File: src/rtl/code_driver.sv
// Command sequencer for the code counter block: snapshots a counter, pulses En
// a programmed number of cycles, then checks the counter advanced by exactly that much.
module code_driver #(
    parameter int CNT_W = 16
) (
    input  logic             Clk,
    input  logic             Reset,
    input  logic             CmdValid,
    input  logic             CmdSlt,
    input  logic [CNT_W-1:0] CmdCount,
    output logic             CmdReady,
    output logic             Slt,
    output logic             En,
    input  logic [63:0]      Output0,
    input  logic [63:0]      Output1,
    output logic             Done,
    output logic             Err,
    output logic [63:0]      Result,
    output logic [2:0]       o_dbg_state
);

    // Handshake: a command transfers on a rising edge where CmdValid=1 and
    // CmdReady=1; CmdReady is high only in IDLE, so commands offered while busy
    // are simply not taken and leave every latched field untouched.

    typedef enum logic [2:0] {
        S_IDLE   = 3'd0,
        S_SNAP   = 3'd1,
        S_DRIVE  = 3'd2,
        S_SETTLE = 3'd3,
        S_CHECK  = 3'd4,
        S_DONE   = 3'd5
    } state_t;

    state_t           r_state;
    state_t           w_next;
    logic             r_slt;
    logic [CNT_W-1:0] r_cnt;
    logic [63:0]      r_expected;
    logic [63:0]      r_result;
    logic             r_err;
    logic             w_accept;
    logic [63:0]      w_sel_out;

    assign w_accept  = CmdValid && (r_state == S_IDLE);
    assign w_sel_out = r_slt ? Output1 : Output0;

    always_comb begin
        w_next   = r_state;
        CmdReady = 1'b0;
        En       = 1'b0;
        Done     = 1'b0;
        case (r_state)
            S_IDLE: begin
                CmdReady = 1'b1;
                if (CmdValid) w_next = S_SNAP;
            end
            S_SNAP: begin
                w_next = (r_cnt != '0) ? S_DRIVE : S_SETTLE;
            end
            S_DRIVE: begin
                En = 1'b1;
                if (r_cnt == CNT_W'(1)) w_next = S_SETTLE;
            end
            S_SETTLE: begin
                w_next = S_CHECK;
            end
            S_CHECK: begin
                w_next = S_DONE;
            end
            S_DONE: begin
                Done   = 1'b1;
                w_next = S_IDLE;
            end
            default: begin
                w_next = S_IDLE;
            end
        endcase
    end

    always_ff @(posedge Clk) begin
        if (Reset) begin
            r_state    <= S_IDLE;
            r_slt      <= 1'b0;
            r_cnt      <= '0;
            r_expected <= '0;
            r_result   <= '0;
            r_err      <= 1'b0;
        end else begin
            r_state <= w_next;
            if (w_accept) begin
                r_slt <= CmdSlt;
                r_cnt <= CmdCount;
                r_err <= 1'b0;
            end
            // Base is folded straight into Expected; the sum wraps modulo 2^64.
            if (r_state == S_SNAP) begin
                r_expected <= w_sel_out + 64'(r_cnt);
            end
            if (r_state == S_DRIVE) begin
                r_cnt <= r_cnt - CNT_W'(1);
            end
            if (r_state == S_CHECK) begin
                r_result <= w_sel_out;
                r_err    <= (w_sel_out != r_expected);
            end
        end
    end

    assign Slt         = r_slt;
    assign Err         = r_err;
    assign Result      = r_result;
    assign o_dbg_state = r_state;

endmodule

File: config.mk
export PLATFORM = sky130hd
export DESIGN_NAME = code_driver
export DESIGN_NICKNAME = d
export VERILOG_FILES = /design/src/rtl/code_driver.sv
export SDC_FILE = /design/constraint.sdc
export NUM_CORES = 1
export LEC_CHECK = 0
export BUFFER_PORTS_ARGS = -buffer_cell sky130_fd_sc_hd__buf_2
export CORE_MARGIN = 8
export CORE_UTILIZATION = 59
export DETAILED_ROUTE_END_ITERATION = 12
export HOLD_SLACK_MARGIN = 0.15
export MAX_ROUTING_LAYER = met4
export PLACE_DENSITY = 0.86
export SYNTH_ARGS = -nofsm -noshare
export SYNTH_HDL_FRONTEND = slang
export SYNTH_SLANG_ARGS = --single-unit
File: constraint.sdc
create_clock -name Clk -period 10.8 [get_ports Clk]
set_clock_uncertainty 0.1 [all_clocks]
set_input_delay 0.54 -clock Clk [delete_from_list [all_inputs] [get_ports Clk]]
set_output_delay 0.54 -clock Clk [all_outputs]
set_load 0.01 [all_outputs]
== After elaboration in Yosys (flattened, before gate mapping) ==
Index checks and enable logic that the tools add are counted.

* Flip-flop bits (word level): 149
* Bits of input ports: 148
* Output and inout bits: 72
* Logic and storage cells: 35

* $add $sub $neg: 2
* Equality and inequality tests: 9
* Mux-type cells: 12
* Reduce and logical (&&, ||, !) cells: 6

{| class="wikitable"
|+ Operators by type and width
! cell !! count
|-
| $add A64 B16 Y64 || 1
|-
| $mux W64 || 1
|-
| $ne A64 B64 Y1 || 1
|-
| $mux W16 || 2
|-
| $eq A16 B1 Y1 const B || 1
|-
| $reduce_bool A16 Y1 || 1
|-
| $sub A16 B1 Y16 const B || 1
|-
| $pmux W3 S5 || 1
|-
| $eq A3 B2 Y1 const B || 2
|-
| $eq A3 B3 Y1 const B || 2
|-
| $mux W1 || 6
|-
| $mux W3 || 2
|-
| $ne A2 B2 Y1 const B || 2
|-
| $reduce_bool A2 Y1 || 2
|-
| $eq A3 B1 Y1 const B || 1
|-
| $logic_not A3 Y1 || 1
|-
| $reduce_and A2 Y1 || 1
|-
| $logic_and A1 B1 Y1 || 1
|}

== Longest topological paths before layout ==
* Word-level depth: 4
* Depth in mapped cells: 17
* Mapped depth without buffers: 11

== Least setup slack after synthesis ==
OpenSTA, ideal clock, no wires.

* Path kind: register to register
* Start: register r_slt (netlist: Slt)
* End: register r_expected[24]
* Setup time: 95 ps
* Arrival: 4037 ps
* Data required time: 10605 ps
* Path slack: 6567 ps
* Stages on the path, launching flop included: 18
* Buffers on the path: 6
* Clock period less this slack: 4233 ps
* Path through: dfxtp_1 buf_6 buf_6 buf_6 buf_4 buf_2 mux2i_1 inv_1 ha_1 fa_1 a21o_1 a221oi_1 nor4_1 o21ai_1 buf_2 nor2_1 or4_1 o311ai_1

* Cells in the longest elaborated chain, start to end: 2

{| class="wikitable"
|+ RTL lines
! what !! RTL line !! source
|-
| start: declaration || 37 || <nowiki>logic r_slt;</nowiki>
|-
| start signal: assignment || 92 || <nowiki>r_slt <= CmdSlt;</nowiki>
|-
| $mux W64 || 46 || <nowiki>assign w_sel_out = r_slt ? Output1 : Output0;</nowiki>
|-
| via w_sel_out[0] || 43 || <nowiki>logic [63:0] w_sel_out;</nowiki>
|-
| $add A64 B16 Y64 || 98 || <nowiki>r_expected <= w_sel_out + 64'(r_cnt);</nowiki>
|-
| end signal: assignment || 98 ||
|-
| end: declaration || 39 || <nowiki>logic [63:0] r_expected;</nowiki>
|}

The timed path passes the listed nets, and every way through them passes these cells.
A chain may end at the register's enable or synchronous reset.

== Worst setup path in the final report ==
Ends and elaborated chain as after synthesis.

==> impl_metrics.ini <==
[status]
status = complete, no violations

[floorplanning]
start_util_pct = 60.14
io_pins = 220
rows = 46
dieArea_um2 = 20520
die_w_um = 143.2
die_h_um = 143.2
core_area_um2 = 15890

[sta]
fin_ws_ps = 6094
hold_viol_final = 0
fin_setup_tns_ps = 0
finalSetupViolations = 0
max_freq_mhz = 212.5
slew_violations = 0
tightest_slew_ps = 1061
min_period_over_period_pct = 43.57
fin_crit_ps = 4706
maxSlewHeadroom_pct = 29.23
rsz0062_at_grt = no

[global_route]
first_global_vias = 9387
antenna_found_initial = 0
grt_pass1_wl_um = 48090
grt_usage_pct = 30.13
grt_start_max_net_pins = 86
grt-ovfl-total = 0

[cells_and_area]
fin_nets = 1528
final_common_cell = buf_2
layout_common_cells = buf_2 (218), dfxtp_1 (148), nand2_1 (131)
drive_gt1_share_pct = 21.56
antennaDiodeCount = 0
area_delta_synth_final_pct = 18.09
n_fill_cell = 1287
regArea_um2 = 2987
multi_input_area_um2 = 6151

[run]
drv_cap = 0

[place]
gp_congestion = 0.9498
pre_cts_slack_ps = 6170
port_buffers = 219
dp_hpwl_um = 22620

[clock_tree]
hold_buffers = 0
clk_path_buf_depth = 2
cts_max_level = 4
cts_sinks = 149
cts_root_buffer = clkbuf_16
cts_resized = 0
cts_tree = built
post-cts-setup-buffers = 0
clkTransAtPathRegs_ps = 60
cts_inserted_buffers = 17
insertion_delay_ps = 430

[drt]
wl_met2_um = 14380
dr_wl_met3_um = 3019
wl_met1_um = 12150
wl_um = 30570
drc = 0
top_layer = met4
drt_iter0_drc = 1081
via_per_inst = 6.302
drtAntennaViolNets = 0
wire_per_inst_um = 19.24
num_vias = 10010
drt_first_pass_iters = 8

[synth]
yosys.area.top_type = dfxtp_1
syn_inst = 1183
synthTopCellsByArea = dfxtp_1 (31%), mux2i_1 (6.3%), a211oi_1 (6.1%)
seq_area_frac_synth_pct = 31.22
synth_ff_type = dfxtp_1
async_reset_ff_share_pct = 0
synth_nets = 1351
synth_area_um2 = 9553
synth_edf_count = 0
synth-seq-cells = 149
ys_types = 81
synth_top_area_share_pct = 31.22
yosys_warnings = 0
syn_area_per_cell_um2 = 8.075

[power]
ir_drop_mv = 0.1220
p_leak_nw = 4.423
p_per_area_nw_per_um2 = 186.6

[critical_path]
slowest_delay_ps = 890
critPathRequiredTime_ps = 11020
setup.worst_path.class = flip-flop to flip-flop
path_cells = mux2i_1 > inv_1 > ha_1 > fa_1 > a21o_1 > a221oi_1 > nor4_1 > o21ai_1 > nor2_1 > or4_1 > o311ai_1
cp_max_fo = 63
endpoint_kind = flip-flop
cp.arrival_ps = 4930
critPathLaunchType = flip-flop
critPathSlowestCell = dfxtp_4

[min_path]
hold_path.class = primary input to flip-flop
[power breakdown]
part | total, mW | switching, mW | internal (mW)
Combinational | 0.746 | 0.458 | 0.288
Sequential | 0.728 | 0.0886 | 0.639
Clock | 0.631 | 0.234 | 0.397
[flip-flops by register name (all words and copies together), names as in the netlist]
register     count
o_dbg_state      3
r_expected      64
Result          64
Err              1
r_cnt           16
Slt              1
[worst paths after layout]
check | from | to | slack, ps | cells past startpoint
worst max register to register | Slt | r_expected[24] | 6090 | 11
worst min-delay path | CmdCount[8] | r_cnt[8] | 240 | 3
worst max-delay path | Slt | r_expected[24] | 6090 | 11
worst min register to register | r_expected[57] | r_expected[57] | 360 | 2
[through the flow]
stage,power (mW),util (%),hold WS (ps),std cells,cell area (um^2)
2_1_floorplan,1.251,-,339.5,1183,9553
3_3_place_gp,1.440,67.13,347.7,1557,10660
3_5_place_dp,1.462,67.13,355.9,1557,10660
4_1_cts,2.091,71.01,237.9,1589,11280
5_1_grt,2.210,71.01,256.2,1589,11280
6_report,2.105,71.01,238.8,1589,11280
[final cells by class]
class	count	area share (%)
timing repair buffer	228	10.34
clock buffer	22	4.115
clock inverter	10	1.353
sequential	149	26.48
inverter	24	0.7986
tap	216	2.396
multi-input combinational	940	54.53
[worst max-delay path: cells and delay by family, from the launching register on]
kind            cells  cell delay (ps)
fa+ha+maj           2              640
compound gates      4             1660
mux                 1              400
simple gates        3              810
flops               1              890
buf+inv             1               80
[layer usage]
| metal | up-vias | track usage [%] |
|---|---|---|
| met3 | 99 | 5.509 |
| met1 | 4618 | 37.00 |
| met4 | 0 | 13.39 |
| li1 | 4700 | - |
| met5 | - | - |
| met2 | 597 | 47.56 |
[Yosys cell counts, drive strengths merged (8+ instances only)]
library cell and number:
or3 9, clkbuf 50, nand4 26, ha 19
xnor2 62, nor3 32, xor2 37, mux2i 60
nand3b 13, nand2 131, nor2 122, a21oi 73
o211ai 8, nor4 33, nand2b 8, or4 15
inv 24, nand3 46, dfxtp 149, a31oi 9
a211oi 78, buf 20, o21ai 43
[cells by family (layout without fill, tap and decap cells)]
| logic type | Yosys count | in the layout | share of synthesized area, % |
|---|---|---|---|
| fa+ha+maj | 20 | 20 | 2.698 |
| flops | 149 | 149 | 31.22 |
| xor+xnor | 99 | 99 | 9.077 |
| compound gates | 277 | 277 | 19.57 |
| mux | 66 | 66 | 7.033 |
| simple gates | 478 | 478 | 25.93 |
| buf+inv | 94 | 284 | 4.466 |
Power figures use the tool's default switching activity.
